**src/rtl/gauss_seq_ctrl.sv**
```systemverilog
// Control sequencer for the 5x5 Gaussian line-buffer datapath: column/shift
// generation, line-fill tracking, window enable and frame-synchronous coefficients.
// Optional forced line close on mid-line idle: define GAUSS_SEQ_TIMEOUT_EN.
module gauss_seq_ctrl #(
   parameter int H_ACT      = 640,
   parameter int COL_W      = 13,
   parameter int FILL_LINES = 5,
   parameter int TIMEOUT    = 1023
) (
   input  logic             clk,
   input  logic             rst_n,
   input  logic             pix_valid,
   input  logic             sof,
   input  logic             coef_wr,
   input  logic [39:0]      coef_in,
   output logic [COL_W-1:0] col,
   output logic             buff_en,
   output logic             shift_en,
   output logic             en_gauss5x5,
   output logic [39:0]      gauss_coef,
   output logic             coef_pend,
   output logic             line_err
);

   localparam logic [1:0] IDLE = 2'd0;
   localparam logic [1:0] FILL = 2'd1;
   localparam logic [1:0] RUN  = 2'd2;

   localparam logic [39:0]      COEF_DEF  = 40'h0909_0A0A_0A;
   localparam logic [COL_W-1:0] COL_LAST  = COL_W'(H_ACT - 1);
   localparam logic [COL_W-1:0] COL_FIRST = (H_ACT > 1) ? COL_W'(1) : '0;
   localparam logic [COL_W-1:0] COL_LO    = COL_W'(2);
   localparam logic [COL_W-1:0] COL_HI    = COL_W'(H_ACT - 3);
   localparam int               LC_W      = $clog2(FILL_LINES + 1);
   localparam logic [LC_W-1:0]  LC_MAX    = LC_W'(FILL_LINES);
   localparam logic [LC_W-1:0]  LC_PRE    = LC_W'(FILL_LINES - 1);

   logic [1:0]      state;
   logic [1:0]      state_nxt;
   logic [LC_W-1:0] line_cnt;
   logic [39:0]     coef_shadow;
   logic            sof_hit;
   logic            accept;
   logic            line_end;
   logic            force_close;

   assign sof_hit  = sof & pix_valid;
   assign accept   = pix_valid & ((state != IDLE) | sof);
   assign buff_en  = accept;
   // the sof pixel is column 0 of a new line, so it never closes the old one
   assign line_end = accept & ~sof_hit & (col == COL_LAST);

`ifdef GAUSS_SEQ_TIMEOUT_EN
   localparam int              IC_W     = $clog2(TIMEOUT + 1);
   localparam logic [IC_W-1:0] IC_LAST  = IC_W'(TIMEOUT - 1);

   logic [IC_W-1:0] idle_cnt;
   logic            idle;
   logic            line_err_q;

   assign idle        = (state != IDLE) & ~pix_valid & (col != '0);
   assign force_close = idle & (idle_cnt == IC_LAST);
   assign line_err    = line_err_q;

   always_ff @(posedge clk or negedge rst_n) begin
      if (!rst_n) begin
         idle_cnt   <= '0;
         line_err_q <= 1'b0;
      end else begin
         if (!idle || force_close)
            idle_cnt <= '0;
         else
            idle_cnt <= idle_cnt + IC_W'(1);
         if (force_close)
            line_err_q <= 1'b1;
      end
   end
`else
   assign force_close = 1'b0;
   assign line_err    = 1'b0;
`endif

   // RUN is entered on the same edge that line_cnt reaches FILL_LINES
   always_comb begin
      state_nxt = state;
      case (state)
         IDLE:    if (sof_hit) state_nxt = FILL;
         FILL:    if ((shift_en && line_cnt == LC_PRE) || line_cnt == LC_MAX)
                     state_nxt = RUN;
         RUN:     state_nxt = RUN;
         default: state_nxt = IDLE;
      endcase
      if (sof_hit)
         state_nxt = FILL;
   end

   always_ff @(posedge clk or negedge rst_n) begin
      if (!rst_n) begin
         state       <= IDLE;
         col         <= '0;
         shift_en    <= 1'b0;
         en_gauss5x5 <= 1'b0;
         line_cnt    <= '0;
         gauss_coef  <= COEF_DEF;
         coef_shadow <= COEF_DEF;
         coef_pend   <= 1'b0;
      end else begin
         state       <= state_nxt;
         shift_en    <= line_end | force_close;
         en_gauss5x5 <= (state == RUN) & pix_valid & ~sof_hit &
                        (col >= COL_LO) & (col <= COL_HI);

         if (sof_hit)
            col <= COL_FIRST;
         else if (force_close)
            col <= '0;
         else if (accept)
            col <= (col == COL_LAST) ? '0 : col + COL_W'(1);

         if (sof_hit)
            line_cnt <= '0;
         else if (shift_en && line_cnt != LC_MAX)
            line_cnt <= line_cnt + LC_W'(1);

         // a write coinciding with sof lands in the shadow for the next frame
         if (sof_hit && coef_pend)
            gauss_coef <= coef_shadow;
         if (coef_wr) begin
            coef_shadow <= coef_in;
            coef_pend   <= 1'b1;
         end else if (sof_hit) begin
            coef_pend   <= 1'b0;
         end
      end
   end

endmodule

```
**config.mk**
```make
export PLATFORM = sky130hd
export DESIGN_NAME = gauss_seq_ctrl
export DESIGN_NICKNAME = d
export VERILOG_FILES = /design/src/rtl/gauss_seq_ctrl.sv
export SDC_FILE = /design/constraint.sdc
export NUM_CORES = 1
export LEC_CHECK = 0
export ABC_AREA = 1
export ABC_CLOCK_PERIOD_IN_PS = 1850
export CORE_ASPECT_RATIO = 0.5
export CORE_UTILIZATION = 25
export CTS_BUF_LIST = sky130_fd_sc_hd__clkbuf_4 sky130_fd_sc_hd__clkbuf_8
export CTS_CLUSTER_DIAMETER = 60
export DETAILED_ROUTE_END_ITERATION = 7
export GPL_TIMING_DRIVEN = 0
export PLACE_DENSITY = 0.43
export SYNTH_ARGS = -nofsm -noshare
export SYNTH_HDL_FRONTEND = slang
export SYNTH_SLANG_ARGS = --single-unit
```
**constraint.sdc**
```tcl
create_clock -name clk -period 1.85 [get_ports clk]
set_input_delay 0.37 -clock clk [delete_from_list [all_inputs] [get_ports clk]]
set_output_delay 0.37 -clock clk [all_outputs]
set_load 0.1 [all_outputs]
```
==> metrics <==
R2R Path End col[5]$_DFFE_PN0P_; CP Max Fanout 9; register area share after synthesis a little under 60%; die area ~18000 um2; period utilization 96.1%; Die W approximately 190 um; CTS tree done; grt ovf 0; multiplexer area fraction after synthesis 0%; Slew Limit Fails 0; starting density of the core around a quarter; Buffers on Ports 100; Area growth syn-to-layout 36.1%; combinational power share roughly 39%; Hold WS between 90 and 100 ps; Synth Area in XOR/XNOR less than 1%; Synth area leader dfrtp_1; Final min period between 1500 and 2000 ps; Finished Cell Area 5900 um2; Post-Synthesis Mean Instance Area between 9 and 10 um2; cells along the critical path clkdlybuf4s15_2; Clk pwr share between 20% and 30%; first-pass GRT wire length around 18000 um; starting DRC count in detailed routing roughly 140; Leak 0.00267 uW; CP Capture Type primary output; worst endpoint required time ~1500 ps; Synth Area in Simple Gates between 10% and 20%; fin nets around 650; GR Util All Layers about an eighth; net switching power figure around 3100 uW; Slew HR a little under half; Max Freq 0.562 GHz; Hold Vio Cnt, Final 0; Core Box Area between 15000 and 20000 um2; crit-path max cell delay between 500 and 600 ps; Setup CP Type flip-flop to primary output; H-tree levels 3; hold_buf cts 0; Internal around 3800 uW; Syn. warnings 0; clk slew on worst S/H paths 110 ps; CP max-delay cell clkdlybuf4s15_2; ANT nets after route 0; status finished clean; Cell Area, Synth between 4000 and 5000 um2; vias in the first global route about 3400; Synth Instances roughly 480; Clock Path Buffers 2; Reg2Reg Depth 6; CP delay by family, top buffers and inverters; VDD IR-drop max around 500 uV; Arrival @ worst endpoint ~1400 ps; slew of the pin with the lowest slew margin about 810 ps; CTS buffer count 9; worst min path class input port to asynchronous set/reset pin; top cell type's share of synthesized area between 40% and 50%; part of the power in registers between 30% and 40%; router iterations before antenna repair 4; worst reg2reg startpoint col[1]$_DFFE_PN0P_; largest net degree at the start of global routing just over 60; routability cong. a little under 0.8; complex-gate fraction of the synthesized area a little over an eighth; antenna diode count 0; startpoint types flip-flop; Post-Syn Nets 533; PD cells 1180 nW/um2; Post-DP HPWL around 7600 um; total design power 6930 uW; Worst R2R Setup Slack about 260 ps; Yosys reg bits around 100; Adder-Cell Fraction of Synth Area 2.60%; post-synthesis cell type count 30; synth top area cells dfrtp_1 (47%), dfstp_2 (12%), nand2_1 (10%); via/cell ratio approximately 4.1; DRC 0; CTS sink count between 100 and 150; total wire length ~11000 um; main combinational cell family by area after synthesis simple AND/OR/NAND/NOR gates; initial antenna violation count 0; setup violators final 0; ratio of cells with drive above 1 in the final layout roughly 22%; # IOs just over 100; Clock Tree Root clkbuf_8; clk_skew 13.0 ps; Die Y 95.1 um; Place WS -1010 ps; Bufs and invs on worst path 1; total number of vias ~3400; placed cell area about 5600 um2; final worst slack about 70 ps; Sw Ratio 44.8%; maxcap violations 0; clk_lat worst skew 370 ps; WL per Instance 13.0 um; num rows 33
## synth_stat cells
master      n
clkbuf_1   12
nor2_4      1
o21ai_0    86
o22ai_1     6
a211oi_1    1
xnor2_1     1
nor2_2      2
nand4_1     7
dfrtp_1    81
inv_1      68
nand3_1    12
xor2_1      3
o21ai_2     5
nand2_1   121
buf_2       5
o21a_1      1
a21o_1      1
conb_1      1
or2_0       1
o21ai_1     3
nand3_2     1
dfstp_2    20
a21oi_1     4
nand2_2     4
ha_1        9
inv_2       1
nand2_4     2
inv_6       1
buf_4       1
nor2_1     18
## area by class of cell
class	count	area [um2]
inverters	70	268
well taps	227	284
clock inverters	6	76.3
clock buffers	10	131
repair buffers	105	1050
flip-flops and latches	101	2560
plain buffers	18	77.6
multi-input cells	290	1450
fillers	1736	10700
## kinds of logic after synthesis
kind of cell               Yosys count
AOI/OAI and AO/OA                  107
xor gates and xnor gates             4
adders and majority gates            9
buffers and inverters               88
DFF                                101
other                                1
and+or+nand+nor                    169
## registers in the layout, indices dropped and copies added, names as in the netlist
signal,cells
en_gauss5x5,1
gauss_coef,40
col,13
state,2
coef_pend,1
shift_en,1
coef_shadow,40
line_cnt,3
## metrics by stage
stage | setup TNS [ps] | util [%] | cells
2_1_floorplan | 0 | - | 479
3_3_place_gp | -358590 | 33.8 | 806
3_5_place_dp | -7660 | 33.9 | 807
4_1_cts | -75.6 | 35.3 | 823
5_1_grt | -4.94 | 35.4 | 827
6_report | 0 | 35.4 | 827
## cells in the final DEF (no fill, tap or decap), drive strengths merged
| master | instances |
|---|---|
| xnor2 | 1 |
| xor2 | 3 |
| ha | 9 |
| o22ai | 6 |
| dfrtp | 81 |
| clkdlybuf4s18 | 1 |
| a21oi | 4 |
| dfstp | 20 |
| o21ai | 94 |
| clkinv | 1 |
| inv | 74 |
| a21o | 1 |
| clkdlybuf4s15 | 42 |
| nor2 | 21 |
| clkdlybuf4s50 | 42 |
| bufinv | 1 |
| o21a | 1 |
| conb | 1 |
| or2 | 1 |
| nand2 | 127 |
| nand3 | 13 |
| a211oi | 1 |
| buf | 26 |
| clkbuf | 22 |
| nand4 | 7 |
## power by group through the flow
stage / combinational (uW) / sequential [uW] / clock, uW
2_1_floorplan: 596 / 4160 / 0
3_3_place_gp: 2720 / 2800 / 0
3_5_place_dp: 2730 / 2790 / 0
4_1_cts: 2670 / 2750 / 1570
5_1_grt: 2860 / 2790 / 1640
6_report: 2690 / 2750 / 1500
## layer usage
metal,global-route usage [%],routed length [um],vias up
met2,22.0,5270,46
met4,2.64,87,0
li1,-,-,1743
met3,3.31,346,7
met5,0,0,-
met1,16.2,5060,1629
## how the worst max path moves through the flow
stage / startpoint / endpoint / slack (ps) / cells past startpoint
CTS: state[0]$_DFFE_PN0P_ / buff_en / -80 / 6
detailed placement: pix_valid / buff_en / -1010 / 4
floorplan: col[2]$_DFFE_PN0P_ / col[1]$_DFFE_PN0P_ / 6 / 5
finish: col[1]$_DFFE_PN0P_ / col[1] / 70 / 1
global route: state[0]$_DFFE_PN0P_ / buff_en / -5 / 6
global placement: rst_n / col[6]$_DFFE_PN0P_ / -4140 / 1
## what timing repair did
action	4_1_cts	5_1_grt
setup endpoints to repair	57	6
pin swaps	0	1
hold endpoints to repair	0	0
setup buffers	0	4
resized for setup	198	12
gates cloned	0	0
Note: power is estimated with default switching activity, not from simulation.
